### config.mk
export PLATFORM = sky130hd
export DESIGN_NAME = pll_reset_sequencer
export DESIGN_NICKNAME = d
export VERILOG_FILES = /design/src/rtl/pll_reset_sequencer.sv
export SDC_FILE = /design/constraint.sdc
export NUM_CORES = 1
export LEC_CHECK = 0
export BUFFER_PORTS_ARGS = -buffer_cell sky130_fd_sc_hd__clkbuf_2
export CORE_ASPECT_RATIO = 0.8
export CORE_MARGIN = 1.5
export CORE_UTILIZATION = 35
export DETAILED_ROUTE_END_ITERATION = 6
export PLACE_DENSITY_LB_ADDON = 0.12
export RECOVER_POWER = 50
export SLEW_MARGIN = 15
export SYNTH_ARGS = -nofsm -noshare
export SYNTH_HDL_FRONTEND = slang
export SYNTH_SLANG_ARGS = --single-unit
### constraint.sdc
create_clock -name clk -period 3.35 [get_ports clk]
set_input_delay 0.67 -clock clk [delete_from_list [all_inputs] [get_ports clk]]
set_output_delay 0.67 -clock clk [all_outputs]
set_load 0.02 [all_outputs]
### src/rtl/pll_reset_sequencer.sv
// Holds a set of ordered reset domains until the PLL lock has been stable, then releases them one by one.
// Any lock drop or software request re-asserts every domain; lock drops after stability are counted.
module pll_reset_sequencer #(
    parameter int unsigned LOCK_CYCLES = 1024,
    parameter int unsigned STAGE_GAP   = 16,
    parameter int unsigned STAGES      = 3,
    parameter int unsigned LOSS_W      = 8
) (
    input  logic              clk,
    input  logic              reset,
    input  logic              locked,
    input  logic              sw_reset,
    output logic [STAGES-1:0] rst_out,
    output logic              ready,
    output logic [LOSS_W-1:0] lock_loss_count,
    output logic [1:0]        state
);

    typedef enum logic [1:0] {
        WAIT_LOCK = 2'd0,
        STABLE    = 2'd1,
        RELEASE   = 2'd2,
        RUN       = 2'd3
    } state_t;

    localparam int unsigned CNT_MAX = (LOCK_CYCLES > STAGE_GAP) ? LOCK_CYCLES : STAGE_GAP;
    localparam int unsigned CNT_W   = $clog2(CNT_MAX + 1);
    localparam int unsigned IDX_W   = (STAGES > 1) ? $clog2(STAGES) : 1;

    localparam logic [CNT_W-1:0] LOCK_LAST = CNT_W'(LOCK_CYCLES - 1);
    localparam logic [CNT_W-1:0] GAP_LAST  = CNT_W'(STAGE_GAP - 1);
    localparam logic [IDX_W-1:0] IDX_LAST  = IDX_W'(STAGES - 1);

    logic              r_sync1;
    logic              r_locked_s;
    state_t            r_state;
    logic [CNT_W-1:0]  r_cnt;
    logic [IDX_W-1:0]  r_idx;
    logic [STAGES-1:0] r_rst_out;
    logic              r_ready;
    logic [LOSS_W-1:0] r_loss;

    state_t            w_state_nxt;
    logic [CNT_W-1:0]  w_cnt_nxt;
    logic [IDX_W-1:0]  w_idx_nxt;
    logic [STAGES-1:0] w_rst_nxt;
    logic              w_ready_nxt;
    logic [LOSS_W-1:0] w_loss_nxt;
    logic              w_abort;
    logic              w_count_loss;

    // State and datapath registers; locked is resynchronised through two flops.
    always_ff @(posedge clk or posedge reset) begin
        if (reset) begin
            r_sync1    <= 1'b0;
            r_locked_s <= 1'b0;
            r_state    <= WAIT_LOCK;
            r_cnt      <= '0;
            r_idx      <= '0;
            r_rst_out  <= '1;
            r_ready    <= 1'b0;
            r_loss     <= '0;
        end else begin
            r_sync1    <= locked;
            r_locked_s <= r_sync1;
            r_state    <= w_state_nxt;
            r_cnt      <= w_cnt_nxt;
            r_idx      <= w_idx_nxt;
            r_rst_out  <= w_rst_nxt;
            r_ready    <= w_ready_nxt;
            r_loss     <= w_loss_nxt;
        end
    end

    // Next-state logic; a lock drop outranks sw_reset so it is always counted.
    always_comb begin
        w_state_nxt  = r_state;
        w_cnt_nxt    = r_cnt;
        w_idx_nxt    = r_idx;
        w_rst_nxt    = r_rst_out;
        w_ready_nxt  = r_ready;
        w_loss_nxt   = r_loss;
        w_abort      = 1'b0;
        w_count_loss = 1'b0;

        case (r_state)
            WAIT_LOCK: begin
                w_cnt_nxt   = '0;
                w_idx_nxt   = '0;
                w_rst_nxt   = '1;
                w_ready_nxt = 1'b0;
                if (r_locked_s && !sw_reset) begin
                    w_state_nxt = STABLE;
                end
            end
            STABLE: begin
                if (!r_locked_s || sw_reset) begin
                    w_abort = 1'b1;
                end else if (r_cnt == LOCK_LAST) begin
                    w_state_nxt = RELEASE;
                    w_cnt_nxt   = '0;
                    w_idx_nxt   = '0;
                end else begin
                    w_cnt_nxt = r_cnt + CNT_W'(1);
                end
            end
            RELEASE: begin
                if (!r_locked_s) begin
                    w_abort      = 1'b1;
                    w_count_loss = 1'b1;
                end else if (sw_reset) begin
                    w_abort = 1'b1;
                end else if (r_cnt == GAP_LAST) begin
                    // Shifting in zeros from bit 0 keeps the release order monotonic.
                    w_rst_nxt = STAGES'(r_rst_out << 1);
                    w_cnt_nxt = '0;
                    if (r_idx == IDX_LAST) begin
                        w_state_nxt = RUN;
                        w_ready_nxt = 1'b1;
                    end else begin
                        w_idx_nxt = r_idx + IDX_W'(1);
                    end
                end else begin
                    w_cnt_nxt = r_cnt + CNT_W'(1);
                end
            end
            RUN: begin
                if (!r_locked_s) begin
                    w_abort      = 1'b1;
                    w_count_loss = 1'b1;
                end else if (sw_reset) begin
                    w_abort = 1'b1;
                end
            end
            default: begin
                w_abort = 1'b1;
            end
        endcase

        if (w_abort) begin
            w_state_nxt = WAIT_LOCK;
            w_cnt_nxt   = '0;
            w_idx_nxt   = '0;
            w_rst_nxt   = '1;
            w_ready_nxt = 1'b0;
        end
        if (w_count_loss && (r_loss != {LOSS_W{1'b1}})) begin
            w_loss_nxt = r_loss + LOSS_W'(1);
        end
    end

    assign rst_out         = r_rst_out;
    assign ready           = r_ready;
    assign lock_loss_count = r_loss;
    assign state           = r_state;

endmodule
==> impl_results.md <==
- Status: finished, final reports clean
- RSZ-0062 raised after global routing: no
- YS warnings: 0
- Most frequent cells in the layout: dfrtp_1 (26), nor2_1 (17), clkbuf_2 (12)
- Crit Path Class: flip-flop to flip-flop
- Comb pwr share: 0.457
- Total gr overflow: 0
- Largest net degree at the start of global routing: 28
- LEAKAGE: 0.8374 nW
- CP arrival: 2.69 ns
- Vias in the first global route: 1207
- Share of cells above drive strength 1: 0.1923
- Most common cell after layout, fill and taps aside: dfrtp_1
- Yosys top cell area share: 0.4134
- Fill cells: 435
- Die height: 62.98 um
- Vias post-DR: 1230
- Crit. End Element: flip-flop
- Final Critical Period: 2.500 ns
- Total nets after synthesis: 168
- Skew final: 0.005409 ns
- Routed Antenna Nets: 0
- Worst-case vdd ir drop: 0.3940 mV
- Final setup fails: 0
- Slew Viols, Final: 0
- Highest-delay cell along the critical path: a21boi_0
- Post-CTS setup buffer count: 0
- Mapped cell area: 1574 um2
- Post-synth EDFFs: 0
- Yosys cell types: 43
- DRC violations left: 0
- Ant. Diodes: 0
- CTS buffer count: 5
- Global-route wire length before repair: 5.451 mm
- Crit path max-delay family: compound AO/OA/AOI/OAI gates
- Power Dens Cells: 860.4 nW/um2
- Final Power: 1.587 mW
- # resized after CTS: 0
- Tot GR Track Use: 0.1417
- Max-cap viol count: 0
- Required @ worst endpoint: 3.54 ns
- #FFs+latches synth: 29
- Power share of the clock group: 0.232
- Die area: 4911 um2
- Placed inst area: 1734 um2
- Avg WL per Cell: 12.94 um
- CTS tree: built
- CTS sink cnt: 29
- Reg area: 729.5 um2
- Prevailing post-synth register cell: dfrtp_1
- Slew @ Worst Pin: 1.006 ns
- Nets: 192
- # IOs: 18
- Area of the multi-input gates: 803.3 um2
- CP Cell Sequence: inv_1 -> ha_1 -> or3_4 -> a31oi_1 -> a21boi_0 -> a31oi_1 -> a31oi_1
- Starting Density: 0.3698
- H-tree Lvls: 2
- DIE WIDTH: 77.98 um
- Crit-path max FO: 7
- Switching share of power: 0.4046
- Initial antenna violation count: 0
- Layout Utilization: 0.4333
- Top cell type by total area after synthesis: dfrtp_1
- Startpoint types: flip-flop
- Register area share after synthesis: 0.4634
- Clock Pin Slew Worst Setup and Hold Paths: 0.06 ns
- Final Instance Area: 1844 um2
- Worst skew pair latency: 0.27 ns
- Ys async rst share: 1.000
- Post-route clock period utilization: 0.7464
- Power Internal: 0.9448 mW
- Final WL: 3.092 mm
- Sw power: 0.6420 mW
- Vias/cell: 5.146
- GP Congestion: 0.8341
- HP Class: flip-flop to flip-flop
- First-pass iteration count of the detailed router: 4
- CP max stage delay: 0.55 ns
- Final hold violations: 0
- IO Port Bufs: 17
- Fmax: 399.9 MHz
- DRT iter0 DRCs: 76
- Reg power frac: 0.312
- CP most frequent cell: a31oi_1
- Cells after synthesis: 157
- Max Root-Sink Buffers: 2
- Fin Setup TNS: 0 ns
- Top cells by area, synth: dfrtp_1 (41%), ha_1 (5.6%), dfstp_2 (5.0%)
- Slew headroom: 0.3283
- Hold WS: 0.3625 ns
- # hold bufs at CTS: 0
- Synth-to-Final Area Change: 17.17%
- Root Driver: clkbuf_8
- DPL Wire Length: 2.304 mm
- Row cnt: 21
- Buf/Inv on CP: 1
- Syn_area_per_cell: 10.03 um2
- Core area: 4257 um2
cell usage after synthesis, types with 2 or more instances:
| cell type | count |
|---|---|
| o21ai_1 | 3 |
| nor2_1 | 17 |
| nor2b_1 | 2 |
| o22ai_1 | 2 |
| nand4_1 | 5 |
| o31ai_1 | 4 |
| nand2_1 | 8 |
| ha_1 | 7 |
| a21oi_1 | 7 |
| dfrtp_1 | 26 |
| a22o_1 | 4 |
| inv_1 | 10 |
| nand3_1 | 7 |
| dfstp_2 | 3 |
| mux2_2 | 3 |
| or4_4 | 2 |
| and3_1 | 2 |
| and2_1 | 2 |
| or2_2 | 2 |
| xnor2_1 | 6 |
| mux2i_1 | 3 |
| a31oi_1 | 4 |
| a21o_1 | 3 |
| o21ai_0 | 6 |
state kept, by name, indices dropped and copies added, names as in the netlist:
name	cells
r_cnt	11
r_idx	2
lock_loss_count	8
rst_out	3
ready	1
state	2
r_locked_s	1
r_sync1	1
power by group through the flow:
stage	clock network, mW	registers (mW)	logic [mW]
after floorplan	0	0.556	0.498
after global placement	0	0.493	0.724
after detailed placement	0	0.501	0.732
after CTS	0.383	0.495	0.734
after global routing	0.406	0.507	0.801
final	0.368	0.494	0.724
routing by layer:
metal / wire [um] / GRT usage / vias up
li1: - / - / 621
met1: 1506 / 0.1850 / 578
met2: 1409 / 0.2196 / 27
met3: 145 / 0.04380 / 4
met4: 31 / 0.05357 / 0
met5: 0 / 0 / -
kinds of logic after synthesis:
logic type | share of synthesized area
xor+xnor | 0.03895
buf+inv | 0.02623
mux | 0.04054
fa+ha+maj | 0.05564
simple gates | 0.1820
flops | 0.4634
compound gates | 0.1932
cell type report:
| class | instances | area share |
|---|---|---|
| flip-flops and latches | 29 | 0.3955 |
| well taps | 57 | 0.03867 |
| multi-input cells | 117 | 0.4355 |
| clock buffers | 6 | 0.04478 |
| clock inverters | 2 | 0.02035 |
| inverters | 10 | 0.02035 |
| repair buffers | 18 | 0.04478 |
worst paths after layout:
check                           slack (ns)  cells after the start                  to  startpoint
worst max-delay path                  0.85                      7            r_cnt[4]    state[0]
worst min-delay path                  0.36                      0          r_locked_s     r_sync1
worst max register to register        0.85                      7            r_cnt[4]    state[0]
worst min register to register        0.36                      0          r_locked_s     r_sync1
max in group asynchronous             2.04                      3          rst_out[2]       reset
min in group asynchronous             0.60                      2  lock_loss_count[1]       reset
metrics by stage:
step	worst slack [ns]	cells
global route	0.6918	239
CTS	0.8505	239
finish	0.8495	239
detailed placement	0.8746	231
floorplan	1.078	157
global placement	0.8996	231
(Power assumes the default switching activity.)
